**config.mk**
```make
export PLATFORM = sky130hd
export DESIGN_NAME = rice_stream_packer
export DESIGN_NICKNAME = d
export VERILOG_FILES = /design/src/rtl/rice_stream_packer.sv
export SDC_FILE = /design/constraint.sdc
export NUM_CORES = 1
export LEC_CHECK = 0
export CAP_MARGIN = 5
export CORE_AREA = 2 2 130 196
export CTS_BUF_LIST = sky130_fd_sc_hd__clkbuf_8
export CTS_CLUSTER_SIZE = 24
export DETAILED_ROUTE_END_ITERATION = 10
export DIE_AREA = 0 0 132 198
export HOLD_SLACK_MARGIN = 0.06
export PLACE_DENSITY = 0.83
export SLEW_MARGIN = 15
export SYNTH_ARGS = -nofsm -noshare
export SYNTH_HDL_FRONTEND = slang
export SYNTH_SLANG_ARGS = --single-unit
export TNS_END_PERCENT = 100
```
**constraint.sdc**
```tcl
create_clock -name iClock -period 6.31 [get_ports iClock]
set_input_delay 1.262 -clock iClock [delete_from_list [all_inputs] [get_ports iClock]]
set_output_delay 1.262 -clock iClock [all_outputs]
set_load 0.02 [all_outputs]
```
**src/rtl/rice_stream_packer.sv**
```systemverilog
// Rice codeword / header / raw-field bit packer for the frame output RAM.
// Bits are gathered MSB-first in a double-width accumulator and emitted as
// WORD_W-bit words through a single auto-incrementing RAM write port.
// Unary runs too long to fit in one cycle are streamed out over several
// cycles, and commands are throttled with a valid/ready handshake.
module rice_stream_packer #(
  parameter int WORD_W  = 16,
  parameter int ADDR_W  = 16,
  parameter int PARAM_W = 4,
  parameter int Q_W     = 16,
  localparam int LEN_W  = $clog2(WORD_W)
) (
  input  logic               iClock,
  input  logic               iReset,
  input  logic               iValid,
  output logic               oReady,
  input  logic [1:0]         iKind,
  input  logic [Q_W-1:0]     iUpper,
  input  logic [WORD_W-2:0]  iLower,
  input  logic [LEN_W-1:0]   iLen,
  input  logic [PARAM_W-1:0] iRiceParam,
  output logic               oRamEnable,
  output logic [ADDR_W-1:0]  oRamAddress,
  output logic [WORD_W-1:0]  oRamData,
  output logic               oFlushDone,
  output logic [ADDR_W:0]    oWordCount
);

  localparam int ACC_W  = 2 * WORD_W;
  localparam int FILL_W = $clog2(ACC_W) + 1;
  localparam int SUM_W  = ((Q_W > FILL_W) ? Q_W : FILL_W) + 2;

  localparam logic [LEN_W-1:0]  K_MAX     = LEN_W'(WORD_W - 1);
  localparam logic [FILL_W-1:0] FILL_WORD = FILL_W'(WORD_W);
  localparam logic [FILL_W-1:0] FILL_ACC  = FILL_W'(ACC_W);
  localparam logic [FILL_W-1:0] FILL_ONE  = {{(FILL_W-1){1'b0}}, 1'b1};
  localparam logic [FILL_W-1:0] FILL_ZERO = {FILL_W{1'b0}};
  localparam logic [SUM_W-1:0]  SUM_WORD  = SUM_W'(WORD_W);
  localparam logic [ACC_W-1:0]  ACC_ONE   = {{(ACC_W-1){1'b0}}, 1'b1};
  localparam logic [ACC_W-1:0]  ACC_ZERO  = {ACC_W{1'b0}};
  localparam logic [Q_W-1:0]    Q_ZERO    = {Q_W{1'b0}};
  localparam logic [ADDR_W-1:0] ADDR_ZERO = {ADDR_W{1'b0}};
  localparam logic [ADDR_W-1:0] ADDR_ONE  = {{(ADDR_W-1){1'b0}}, 1'b1};
  localparam logic [ADDR_W:0]   CNT_ZERO  = {(ADDR_W+1){1'b0}};
  localparam logic [ADDR_W:0]   CNT_ONE   = {{ADDR_W{1'b0}}, 1'b1};
  localparam logic [ADDR_W:0]   CNT_MAX   = {1'b1, {ADDR_W{1'b0}}};
  localparam logic [WORD_W-1:0] WORD_ZERO = {WORD_W{1'b0}};

  typedef enum logic [1:0] {
    ST_ACCEPT = 2'd0,
    ST_ZEROS  = 2'd1,
    ST_DRAIN  = 2'd2,
    ST_FLUSH  = 2'd3
  } state_t;

  // OR a right-aligned field of len bits in directly below the fill point.
  function automatic logic [ACC_W-1:0] append_bits(
    input logic [ACC_W-1:0]  acc,
    input logic [FILL_W-1:0] fill,
    input logic [ACC_W-1:0]  val,
    input logic [FILL_W-1:0] len
  );
    logic [FILL_W-1:0] sh;
    sh = FILL_ACC - fill - len;
    return acc | (val << sh);
  endfunction

  // Keep only the low n bits of a field.
  function automatic logic [ACC_W-1:0] low_bits(
    input logic [WORD_W-2:0] v,
    input logic [LEN_W-1:0]  n
  );
    logic [ACC_W-1:0] mask;
    mask = (ACC_ONE << n) - ACC_ONE;
    return ACC_W'(v) & mask;
  endfunction

  // Stop bit followed by k low bits; leading unary zeros add no value bits.
  function automatic logic [ACC_W-1:0] code_val(
    input logic [WORD_W-2:0] v,
    input logic [LEN_W-1:0]  k
  );
    return (ACC_ONE << k) | low_bits(v, k);
  endfunction

  state_t              state_r, state_s;
  logic [ACC_W-1:0]    acc_r, acc_s;
  logic [FILL_W-1:0]   fill_r, fill_s;
  logic [Q_W-1:0]      zeros_r, zeros_s;
  logic [LEN_W-1:0]    k_r, k_s;
  logic [WORD_W-2:0]   low_r, low_s;
  logic [ADDR_W-1:0]   addr_r;
  logic [ADDR_W:0]     count_r;
  logic                ready_r;
  logic                ram_en_r;
  logic [ADDR_W-1:0]   ram_addr_r;
  logic [WORD_W-1:0]   ram_data_r;
  logic                done_r;
  logic [ADDR_W:0]     word_count_r;

  logic [FILL_W-1:0]   app_len_s;
  logic [LEN_W-1:0]    k_in_s;
  logic                wr_en_s;
  logic [WORD_W-1:0]   wr_data_s;
  logic                done_s;

  assign k_in_s      = (iLen > K_MAX) ? K_MAX : iLen;
  assign oReady      = ready_r;
  assign oRamEnable  = ram_en_r;
  assign oRamAddress = ram_addr_r;
  assign oRamData    = ram_data_r;
  assign oFlushDone  = done_r;
  assign oWordCount  = word_count_r;

  // Next-state, accumulator update and word-emit decision for the packer.
  always_comb begin
    state_s   = state_r;
    acc_s     = acc_r;
    fill_s    = fill_r;
    zeros_s   = zeros_r;
    k_s       = k_r;
    low_s     = low_r;
    app_len_s = FILL_ZERO;
    wr_en_s   = 1'b0;
    wr_data_s = WORD_ZERO;
    done_s    = 1'b0;
    case (state_r)
      ST_ACCEPT: begin
        if (iValid && ready_r) begin
          case (iKind)
            2'd0: begin
              if ((SUM_W'(fill_r) + SUM_W'(iUpper)) < SUM_WORD) begin
                app_len_s = FILL_W'(iUpper) + FILL_ONE + FILL_W'(k_in_s);
                acc_s     = append_bits(acc_r, fill_r, code_val(iLower, k_in_s), app_len_s);
                fill_s    = fill_r + app_len_s;
                state_s   = (fill_s >= FILL_WORD) ? ST_DRAIN : ST_ACCEPT;
              end else begin
                zeros_s = iUpper;
                k_s     = k_in_s;
                low_s   = iLower;
                state_s = ST_ZEROS;
              end
            end
            2'd1: begin
              app_len_s = FILL_W'(PARAM_W);
              acc_s     = append_bits(acc_r, fill_r, ACC_W'(iRiceParam), app_len_s);
              fill_s    = fill_r + app_len_s;
              state_s   = (fill_s >= FILL_WORD) ? ST_DRAIN : ST_ACCEPT;
            end
            2'd2: begin
              app_len_s = FILL_W'(k_in_s);
              acc_s     = append_bits(acc_r, fill_r, low_bits(iLower, k_in_s), app_len_s);
              fill_s    = fill_r + app_len_s;
              state_s   = (fill_s >= FILL_WORD) ? ST_DRAIN : ST_ACCEPT;
            end
            default: begin
              state_s = ST_FLUSH;
            end
          endcase
        end else begin
          state_s = ST_ACCEPT;
        end
      end
      ST_ZEROS: begin
        if ((SUM_W'(fill_r) + SUM_W'(zeros_r)) >= SUM_WORD) begin
          // The rest of the top word is unary zeros: emit it and restart empty.
          wr_en_s   = 1'b1;
          wr_data_s = acc_r[ACC_W-1:WORD_W];
          zeros_s   = Q_W'(SUM_W'(zeros_r) + SUM_W'(fill_r) - SUM_WORD);
          fill_s    = FILL_ZERO;
          acc_s     = ACC_ZERO;
        end else begin
          app_len_s = FILL_W'(zeros_r) + FILL_ONE + FILL_W'(k_r);
          acc_s     = append_bits(acc_r, fill_r, code_val(low_r, k_r), app_len_s);
          fill_s    = fill_r + app_len_s;
          zeros_s   = Q_ZERO;
          state_s   = (fill_s >= FILL_WORD) ? ST_DRAIN : ST_ACCEPT;
        end
      end
      ST_DRAIN: begin
        if (fill_r >= FILL_WORD) begin
          wr_en_s   = 1'b1;
          wr_data_s = acc_r[ACC_W-1:WORD_W];
          acc_s     = acc_r << WORD_W;
          fill_s    = fill_r - FILL_WORD;
          state_s   = ST_ACCEPT;
        end else begin
          state_s = ST_ACCEPT;
        end
      end
      ST_FLUSH: begin
        if (fill_r != FILL_ZERO) begin
          // Emit the zero-padded partial word, then report on the next cycle.
          wr_en_s   = 1'b1;
          wr_data_s = acc_r[ACC_W-1:WORD_W];
          acc_s     = ACC_ZERO;
          fill_s    = FILL_ZERO;
          state_s   = ST_FLUSH;
        end else begin
          done_s  = 1'b1;
          state_s = ST_ACCEPT;
        end
      end
      default: begin
        state_s = ST_ACCEPT;
      end
    endcase
  end

  // State, datapath, address/count bookkeeping and registered outputs.
  always_ff @(posedge iClock) begin
    if (iReset) begin
      state_r      <= ST_ACCEPT;
      acc_r        <= ACC_ZERO;
      fill_r       <= FILL_ZERO;
      zeros_r      <= Q_ZERO;
      k_r          <= {LEN_W{1'b0}};
      low_r        <= {(WORD_W-1){1'b0}};
      addr_r       <= ADDR_ZERO;
      count_r      <= CNT_ZERO;
      ready_r      <= 1'b1;
      ram_en_r     <= 1'b0;
      ram_addr_r   <= ADDR_ZERO;
      ram_data_r   <= WORD_ZERO;
      done_r       <= 1'b0;
      word_count_r <= CNT_ZERO;
    end else begin
      state_r    <= state_s;
      acc_r      <= acc_s;
      fill_r     <= fill_s;
      zeros_r    <= zeros_s;
      k_r        <= k_s;
      low_r      <= low_s;
      ready_r    <= (state_s == ST_ACCEPT);
      ram_en_r   <= wr_en_s;
      ram_data_r <= wr_data_s;
      done_r     <= done_s;
      if (wr_en_s) begin
        ram_addr_r <= addr_r;
        addr_r     <= addr_r + ADDR_ONE;
        if (count_r < CNT_MAX) begin
          count_r <= count_r + CNT_ONE;
        end
      end
      if (done_s) begin
        word_count_r <= count_r;
        addr_r       <= ADDR_ZERO;
        count_r      <= CNT_ZERO;
      end
    end
  end

endmodule

```
# [Yosys cells after proc, flatten, opt, wreduce, memory -nomap -nowiden]
# Cells that the tools add are included.
[op_classes] n_lt_le_gt_ge=9 n_bitwise=9 shift=6 n_reduce_logical=11 mux=40 eq_ne=12 add_sub_neg=21
[op_table] op="32-bit OR" n=6
[op_table] op="32-bit 2-to-1 mux" n=5
[op_table] op="32-bit case mux with 4 select lines" n=1
[op_table] op="16-bit 2-to-1 mux" n=7
[op_table] op="32-bit case mux with 3 select lines" n=1
[op_table] op="32-bit by 6-bit << shifter with 32-bit output" n=3
[op_table] op="15-bit by 32-bit bitwise AND with 32-bit output" n=2
[op_table] op="1-bit by 4-bit << shifter with 32-bit output (first input constant)" n=2
[op_table] op="32-bit by 1-bit subtractor with 32-bit output (second input constant)" n=2
[op_table] op="16-bit case mux with 3 select lines" n=1
[op_table] op="16-bit case mux with 2 select lines" n=1
[op_table] op="4-bit by 6-bit << shifter with 32-bit output" n=1
[op_table] op="6-bit by 5-bit greater-or-equal comparator with 1-bit output (second input constant)" n=5
[op_table] op="6-bit 2-to-1 mux" n=5
[op_table] op="6-bit case mux with 4 select lines" n=1
[op_table] op="6-bit by 4-bit adder with 6-bit output" n=3
[op_table] op="6-bit case mux with 3 select lines" n=1
[op_table] op="16-bit by 6-bit adder with 17-bit output" n=1
[op_table] op="17-bit by 1-bit adder with 17-bit output (second input constant)" n=1
[op_table] op="6-bit by 16-bit adder with 17-bit output" n=1
[op_table] op="17-bit by 5-bit greater-or-equal comparator with 1-bit output (second input constant)" n=1
[op_table] op="17-bit less-than comparator (second input constant)" n=1
[op_table] op="17-bit by 5-bit less-than comparator with 1-bit output (second input constant)" n=1
[op_table] op="16-bit by 1-bit adder with 16-bit output (second input constant)" n=1
[op_table] op="31 further kinds" n=54
[totals] register_bits=160 input_bits=44 elab_cells=122 out_inout_bits=52

# [Logic depth before layout (Yosys ltp)]
# Gate-level depths: netlist of run 1.
[depth] ltp_word=12 depth_mapped=21 mapped_depth_nobuf=17

# [Least setup slack after synthesis of run 1]
# Ideal clock, no wire load.
[synth_timing] path_kind="input port to flip-flop" from="input iLen[1]" to="register acc_r[16]" setup_time_ns=0.134 setup_slack_ns=0.901 path_buffers=4 cell_stages=15 arrival_time_ns=5.274 required_time_ns=6.176 cell_sequence="clkbuf_1 > buf_2 > buf_2 > clkbuf_1 > inv_1 > fa_1 > fa_1 > xnor2_1 > nor2_1 > a221o_1 > or2_2 > o2bb2ai_1 > a22o_1 > a2111oi_0 > a211oi_1"
[synth_via] elab_chain_cells=12 word_cells_on_any_way=17 classes_between="4 x add/sub; 1 x order compare; 3 x shift; 5 x mux; 4 x bitwise"
[synth_lines] item="start: declaration" line="20" source="input logic [LEN_W-1:0] iLen,"
[synth_lines] item="4-bit greater-than comparator" line="107" source="assign k_in_s = (iLen > K_MAX) ? K_MAX : iLen;"
[synth_lines] item="4-bit 2-to-1 mux (*)" line="107"
[synth_lines] item="1-bit by 4-bit << shifter with 32-bit output" line="74, 83"
[synth_lines] item="32-bit by 1-bit subtractor with 32-bit output" line="74" source="mask = (ACC_ONE << n) - ACC_ONE;"
[synth_lines] item="15-bit by 32-bit bitwise AND with 32-bit output" line="75" source="return ACC_W'(v) & mask;"
[synth_lines] item="32-bit OR" line="83" source="return (ACC_ONE << k) | low_bits(v, k);"
[synth_lines] item="32-bit by 6-bit << shifter with 32-bit output" line="65" source="return acc | (val << sh);"
[synth_lines] item="32-bit OR" line="65"
[synth_lines] item="32-bit 2-to-1 mux" line="132" source="if ((SUM_W'(fill_r) + SUM_W'(iUpper)) < SUM_WORD) begin"
[synth_lines] item="32-bit case mux with 3 select lines (*)" line="130" source="case (iKind)"
[synth_lines] item="32-bit 2-to-1 mux (*)" line="129" source="if (iValid && ready_r) begin"
[synth_lines] item="32-bit case mux with 4 select lines (*)" line="127" source="case (state_r)"
[synth_lines] item="end signal: assignment" line="229" source="acc_r <= acc_s;"
[synth_lines] item="end: declaration" line="87" source="logic [ACC_W-1:0] acc_r, acc_s;"
# Mark *: on every way between the ends. The rest lies on a longest branch, timed or not. The select of a mux whose other input is x is not followed.
# A chain may end at the register's enable or synchronous reset.

# [Worst setup path in the final report of run 1]
[layout_timing] from="input iLen[1]" to="register acc_r[29]"
# Same word-level chain as after synthesis.

==> results_dict.tcl, run 1 <==
set metrics [dict create \
    status "finished, final reports clean" \
    syn_avg_cell_area_um2 7.289 \
    setup_viol 0 \
    hold_viol_final 0 \
    ys.warnings.count 0 \
    globalplace.congestion 1.111 \
    synth-edff-count 0 \
    grt_max_degree 66 \
    crit_arrival_ns 5.91 \
    async_flop_share_pct 0 \
    seq_area_frac_synth_pct 21.06 \
    final_min_period_over_clock_period_pct 88.33 \
    die_h_um 198 \
    fmax_mhz 179.4 \
    synthFlopType "dfxtp_1" \
    grtUsageTotal_pct 48.73 \
    cp_num_buf_inv 4 \
    post_cts_buffers 0 \
    setup_tns_ns 0 \
    synth_top_area_share_pct 21.06 \
    crit_slowest_cell "a211oi_1" \
    overflow 0 \
    cts_tree "built" \
    timing.rr.end "acc_r[27]" \
    htree_levels 4 \
    rrSetupSlack_ns 0.99 \
    max_cap_violations 0 \
    drv_slew 0 \
    synth.distinct_cells 89 \
    hold_depth 2 \
    cts.root.buffer_cell "clkbuf_8" \
    synth_nets 2202 \
    worstSkewPairLatency_ns 0.50 \
    grt_pass1_vias 17260 \
    start_util_pct 61.79 \
    drc 0 \
    hpwlAfterDp_mm 48.18 \
    io_pins 96 \
    cp-end-kind "flop" \
    period_needed_ns 5.573 \
    clkTransAtPathRegs_ns 0.12 \
    wl_met1_mm 21.34 \
    hold_end "oRamAddress[12]" \
    crit_path_start_kind "input pin" \
    dr.pass1.iters 7 \
    hold_start "oRamAddress[12]" \
    max_slew.worst_pin.slew_ns 1.150 \
    num_vias 18000 \
    holdBufCountCts 0 \
    rsz0062_at_grt "false" \
    top_layer "met4" \
    antenna_found_initial 1 \
    grt_pass1_wl_mm 98.46 \
    post_cts_resized 0 \
    port-buffer-count 95 \
    drtAntennaViolNets 0 \
    drive_above_1_share_pct 7.522 \
    syn_area_mm2 0.01521 \
    path_cells "clkdlybuf4s50_1, inv_1, fa_1, xnor2_1, inv_1, ha_1, xnor2_1, buf_4, o21ai_0, o22ai_1, mux2i_1, a22oi_1, nor3_1, a211oi_1, a221oi_1" \
    cts_made_buffers 17 \
    nNetsFinal 2230 \
    netlist_instances 2086 \
    reg2reg_depth 17 \
    skew_ns 0.02358 \
    finalWirelength_mm 65.02 \
    ys_seq_elements 160 \
    ys_top_cells_by_area "dfxtp_1 (21%), nor2_1 (5.7%), ha_1 (5.2%), nand2_1 (5.2%), a21oi_1 (5.2%)" \
    core.rowCount 71 \
    r2r_start "fill_r[0]" \
    drtIter0Drc 1852 \
    avgRoutedWirePerCell_um 26.47 \
    worst-path-max-fanout 18 \
    wl_met3_mm 6.009 \
    fp.dieArea_mm2 0.02614 \
    via_per_inst 7.330 \
    die_w_um 132 \
    crit_family "compound AO/OA/AOI/OAI gates" \
    syn2layout_area_growth_pct 11.18 \
    core-area_mm2 0.02461 \
    wl_met2_mm 30.29 \
    min_path_type "flop to flop" \
    crit_required_ns 6.64 \
    crit_type "input pin to flop" \
    cts.sinks 160 \
    clk_path_buf_depth 2 \
    crit_path_max_incr_delay_ns 0.77 \
    synthDominantAreaCellType "dfxtp_1" \
    max_slew_margin_pct 22.56 \
]
Yosys cell counts, drive strengths merged, types with 9 or more instances:
cell     count
a211oi      39
a21o        22
a21oi      157
a221oi      13
a22o        10
a22oi       27
a31oi       35
a32oi       13
and2        42
and3        27
buf         26
clkbuf     116
dfxtp      160
fa           9
ha          63
inv         65
mux2        15
mux2i       54
nand2      211
nand2b      21
nand3       80
nand4       23
nor2       232
nor2b       18
nor3        60
nor3b        9
nor4        26
o2111ai     18
o211ai      22
o21a        14
o21ai      111
o21bai      13
o22ai       31
o2bb2ai     10
o31ai       14
o32ai       10
or2         11
or3         17
xnor2       60
xor2        28
cell families after synthesis:
group / after synthesis / synth area share, %
simple gates: 814 / 26.02
compound gates: 657 / 29.50
buf+inv: 213 / 5.390
flops: 160 / 21.06
xor+xnor: 93 / 5.809
mux: 77 / 5.850
fa+ha+maj: 72 / 6.369
worst reg2reg max path: cells and delay by family, from the launching register on:
kind | cells | cell delay [ns]
AO/OA/AOI/OAI | 6 | 1.44
AND/OR/NAND/NOR | 4 | 1.04
buffers and inverters | 4 | 0.85
flip-flops | 1 | 0.78
adder cells (fa/ha/maj) | 2 | 0.69
XOR/XNOR | 1 | 0.37
layer usage:
metal	up-vias	global-route usage, %
li1	7806	-
met1	8385	49.71
met2	1325	81.00
met3	486	11.32
met4	0	48.03
met5	-	0
through the flow:
step                worst slack (ns)  instances  hold WS [ns]  utilization [%]  cell area [µm²]
floorplan                     0.9011       2086        0.4167                -            15210
global placement              0.5664       2423        0.4369            66.89            16460
detailed placement            0.5318       2423        0.4483            66.89            16460
CTS                            1.070       2455        0.4630            68.68            16900
global route                  0.5681       2455        0.4831            68.69            16900
finish                        0.7366       2456        0.4620            68.70            16910
worst max-delay path by stage:
| stage | from | endpoint | slack, ns | cells after the start |
|---|---|---|---|---|
| 5_1_grt | iLen[1] | acc_r[29] | 0.57 | 14 |
| 4_1_cts | iLen[0] | acc_r[16] | 1.07 | 13 |
| 3_3_place_gp | iLen[0] | acc_r[17] | 0.57 | 13 |
| 2_1_floorplan | iLen[1] | acc_r[16] | 0.90 | 15 |
| 3_5_place_dp | iLen[1] | acc_r[16] | 0.53 | 14 |
| 6_report | iLen[1] | acc_r[29] | 0.74 | 15 |
sequential cells by signal, summed over array words and instances, names as in the netlist:
register / count
acc_r: 32
addr_r: 16
count_r: 17
fill_r: 6
k_r: 4
low_r: 15
oFlushDone: 1
oRamAddress: 16
oRamData: 16
oRamEnable: 1
oReady: 1
oWordCount: 17
state_r: 2
zeros_r: 16
cell usage in the layout (no fill, tap or decap), types with 20 or more instances in the layout:
| cell type | n |
|---|---|
| o22ai_1 | 31 |
| xor2_1 | 28 |
| nand3_1 | 79 |
| o21ai_0 | 111 |
| o211ai_1 | 22 |
| mux2i_1 | 54 |
| nand2b_1 | 20 |
| a21o_1 | 22 |
| nor4_1 | 24 |
| a31oi_1 | 33 |
| and3_1 | 27 |
| and2_1 | 41 |
| nor3_1 | 60 |
| ha_1 | 63 |
| a22oi_1 | 27 |
| clkdlybuf4s50_1 | 94 |
| nand2_1 | 210 |
| buf_4 | 57 |
| a21oi_1 | 157 |
| nor2_1 | 231 |
| xnor2_1 | 59 |
| nand4_1 | 23 |
| inv_1 | 65 |
| dfxtp_1 | 160 |
| a211oi_1 | 38 |
cell type report:
type | count | area (µm²)
multi-input combinational | 1713 | 11210
timing repair buffer | 151 | 1369
sequential | 160 | 3203
clock inverter | 15 | 206.4
inverter | 71 | 266.5
clock buffer | 17 | 234.0
tap | 328 | 410.4
antenna | 1 | 2.502
fill | 2065 | 7701
Power of run 1 is left out: the tool's default activity adds up to more than one toggle a clock period on the data nets, which glitch-free logic cannot reach.
==> run 2: changes to the inputs <==
--- a/config.mk
+++ b/config.mk
@@ -6,13 +6,13 @@
 export NUM_CORES = 1
 export LEC_CHECK = 0
 export CAP_MARGIN = 5
-export CORE_AREA = 2 2 130 196
+export CORE_AREA = 2 2 137 206
 export CTS_BUF_LIST = sky130_fd_sc_hd__clkbuf_8
 export CTS_CLUSTER_SIZE = 24
 export DETAILED_ROUTE_END_ITERATION = 10
-export DIE_AREA = 0 0 132 198
+export DIE_AREA = 0 0 139 208
 export HOLD_SLACK_MARGIN = 0.06
-export PLACE_DENSITY = 0.83
+export PLACE_DENSITY = 0.76
 export SLEW_MARGIN = 15
 export SYNTH_ARGS = -nofsm -noshare
 export SYNTH_HDL_FRONTEND = slang
==> run 2 against run 1 <==
- the flow now finishes with violations (DRC)
- clock-buffer cell count did not move
- non-clock buffer count rose by 11
- flip-flop and latch count did not move
- global-route usage fell by 3.9 points
- hold slack got worse by 0.0026 ns
- critical path depth did not move
- clock skew rose by 0.014 ns
==> results_dict.tcl, run 2 (synthesis results as in run 1) <==
set metrics [dict create \
    crit_required_ns 6.70 \
    core-area_mm2 0.02704 \
    globalplace.congestion 1.036 \
    period_needed_ns 5.260 \
    crit_slowest_cell "or4b_2" \
    num_vias 17720 \
    reg2reg_depth 16 \
    grt_pass1_vias 17070 \
    drtIter0Drc 2017 \
    crit_path_max_incr_delay_ns 0.67 \
    port-buffer-count 95 \
    hpwlAfterDp_mm 51.24 \
    hold_depth 2 \
    drv_slew 0 \
    min_path_type "flop to flop" \
    grtUsageTotal_pct 44.84 \
    htree_levels 4 \
    path_cells "clkdlybuf4s50_1, buf_4, or4b_2, ha_1, buf_4, and2_1, a21oi_1, a211oi_1, a31oi_1, nor2_1, o311ai_0, a31oi_1, buf_4, a211oi_1, o21ai_0" \
    holdBufCountCts 0 \
    clkTransAtPathRegs_ns 0.12 \
    cts_made_buffers 17 \
    violations "DRC" \
    fmax_mhz 190.1 \
    cp_num_buf_inv 4 \
    fp.dieArea_mm2 0.02891 \
    drtAntennaViolNets 0 \
    path_depth 15 \
    max_cap_violations 0 \
    crit_family "compound AO/OA/AOI/OAI gates" \
    hold_viol_final 0 \
    rsz0062_at_grt "false" \
    met1_usage_pct 49.05 \
    use_met3_pct 7.848 \
    via_per_inst 7.145 \
    finalWirelength_mm 67.06 \
    crit_type "input pin to flop" \
    avgRoutedWirePerCell_um 27.04 \
    max_slew.worst_pin.slew_ns 0.9720 \
    cts.sinks 160 \
    crit_path_start_kind "input pin" \
    setup_tns_ns 0 \
    final_min_period_over_clock_period_pct 83.35 \
    placed_cells 2448 \
    post_cts_resized 0 \
    die_w_um 139 \
    die_h_um 208 \
    setup_viol 0 \
    antenna_found_initial 0 \
    cpMostUsedCell "buf_4" \
    top_register "acc_r" \
    core.rowCount 74 \
    status "finished, violations left" \
    hold_ws_ns 0.4594 \
    cts_tree "built" \
    final_common_cell "nor2_1" \
    worstSkewPairLatency_ns 0.53 \
    clk_path_buf_depth 2 \
    placed_cell_area_mm2 0.01656 \
    start_util_pct 56.24 \
    nNetsFinal 2241 \
    met2_usage_pct 74.44 \
    antenna_cells 0 \
    dr.pass1.iters 11 \
    max_slew_margin_pct 34.65 \
    postLayoutCellArea_mm2 0.01700 \
    cts.root.buffer_cell "clkbuf_8" \
    crit_arrival_ns 5.65 \
    grt_pass1_wl_mm 101.0 \
    busiest_layer "met2" \
    syn2layout_area_growth_pct 11.79 \
    final_cells 2480 \
    worst-path-max-fanout 32 \
    io_pins 96 \
    layout_common_cells "nor2_1 (231), nand2_1 (210), dfxtp_1 (160)" \
    overflow 0 \
    post_cts_buffers 0 \
    largest_reg_flops 32 \
    grt_max_degree 66 \
    cp-end-kind "flop" \
    skew_ns 0.03733 \
    drc 1 \
    drive_above_1_share_pct 7.998 \
]
[run 2: changes by cell type in the layout (fill, tap and decap cells not counted)]
| cell | change |
|---|---|
| diode_2 | -1 |
| inv_12 | +1 |
| clkinv_8 | -2 |
| inv_8 | +1 |
| buf_4 | +11 |
[run 2: worst min-delay path, cell delays in order (launching register included)]
cell and delay (ns):
dfxtp_1 0.33, nand2_1 0.05, a21oi_1 0.05
[run 2: layout make-up]
cell class	instances	area [µm²]
Fill cell	2408	10040
Clock inverter	15	201.4
Timing Repair Buffer	162	1451
Clock buffer	17	234.0
Inverter	71	266.5
Sequential cell	160	3203
Multi-Input combinational cell	1713	11210
Tap cell	342	427.9
[run 2: final timing paths]
kind / slack (ns) / start / to
worst max-delay path: 1.05 / iLen[0] / acc_r[17]
worst min-delay path: 0.46 / oRamAddress[5] / oRamAddress[5]
worst max register to register: 1.20 / k_r[0] / acc_r[12]
worst min register to register: 0.46 / oRamAddress[5] / oRamAddress[5]
[run 2: per-layer routing]
layer | vias up | routed length, µm
li1 | 7825 | -
met1 | 8277 | 23550
met2 | 1233 | 31070
met3 | 385 | 5273
met4 | 0 | 7171
met5 | - | 0
[run 2: stage by stage]
step / util [%] / setup WS, ns
after floorplan: - / 0.9011
after global placement: 61.26 / 0.6326
after detailed placement: 61.26 / 0.6135
after CTS: 62.87 / 1.135
after global routing: 62.87 / 0.8824
final: 62.87 / 1.050
Power of run 2 is left out for the same reason.
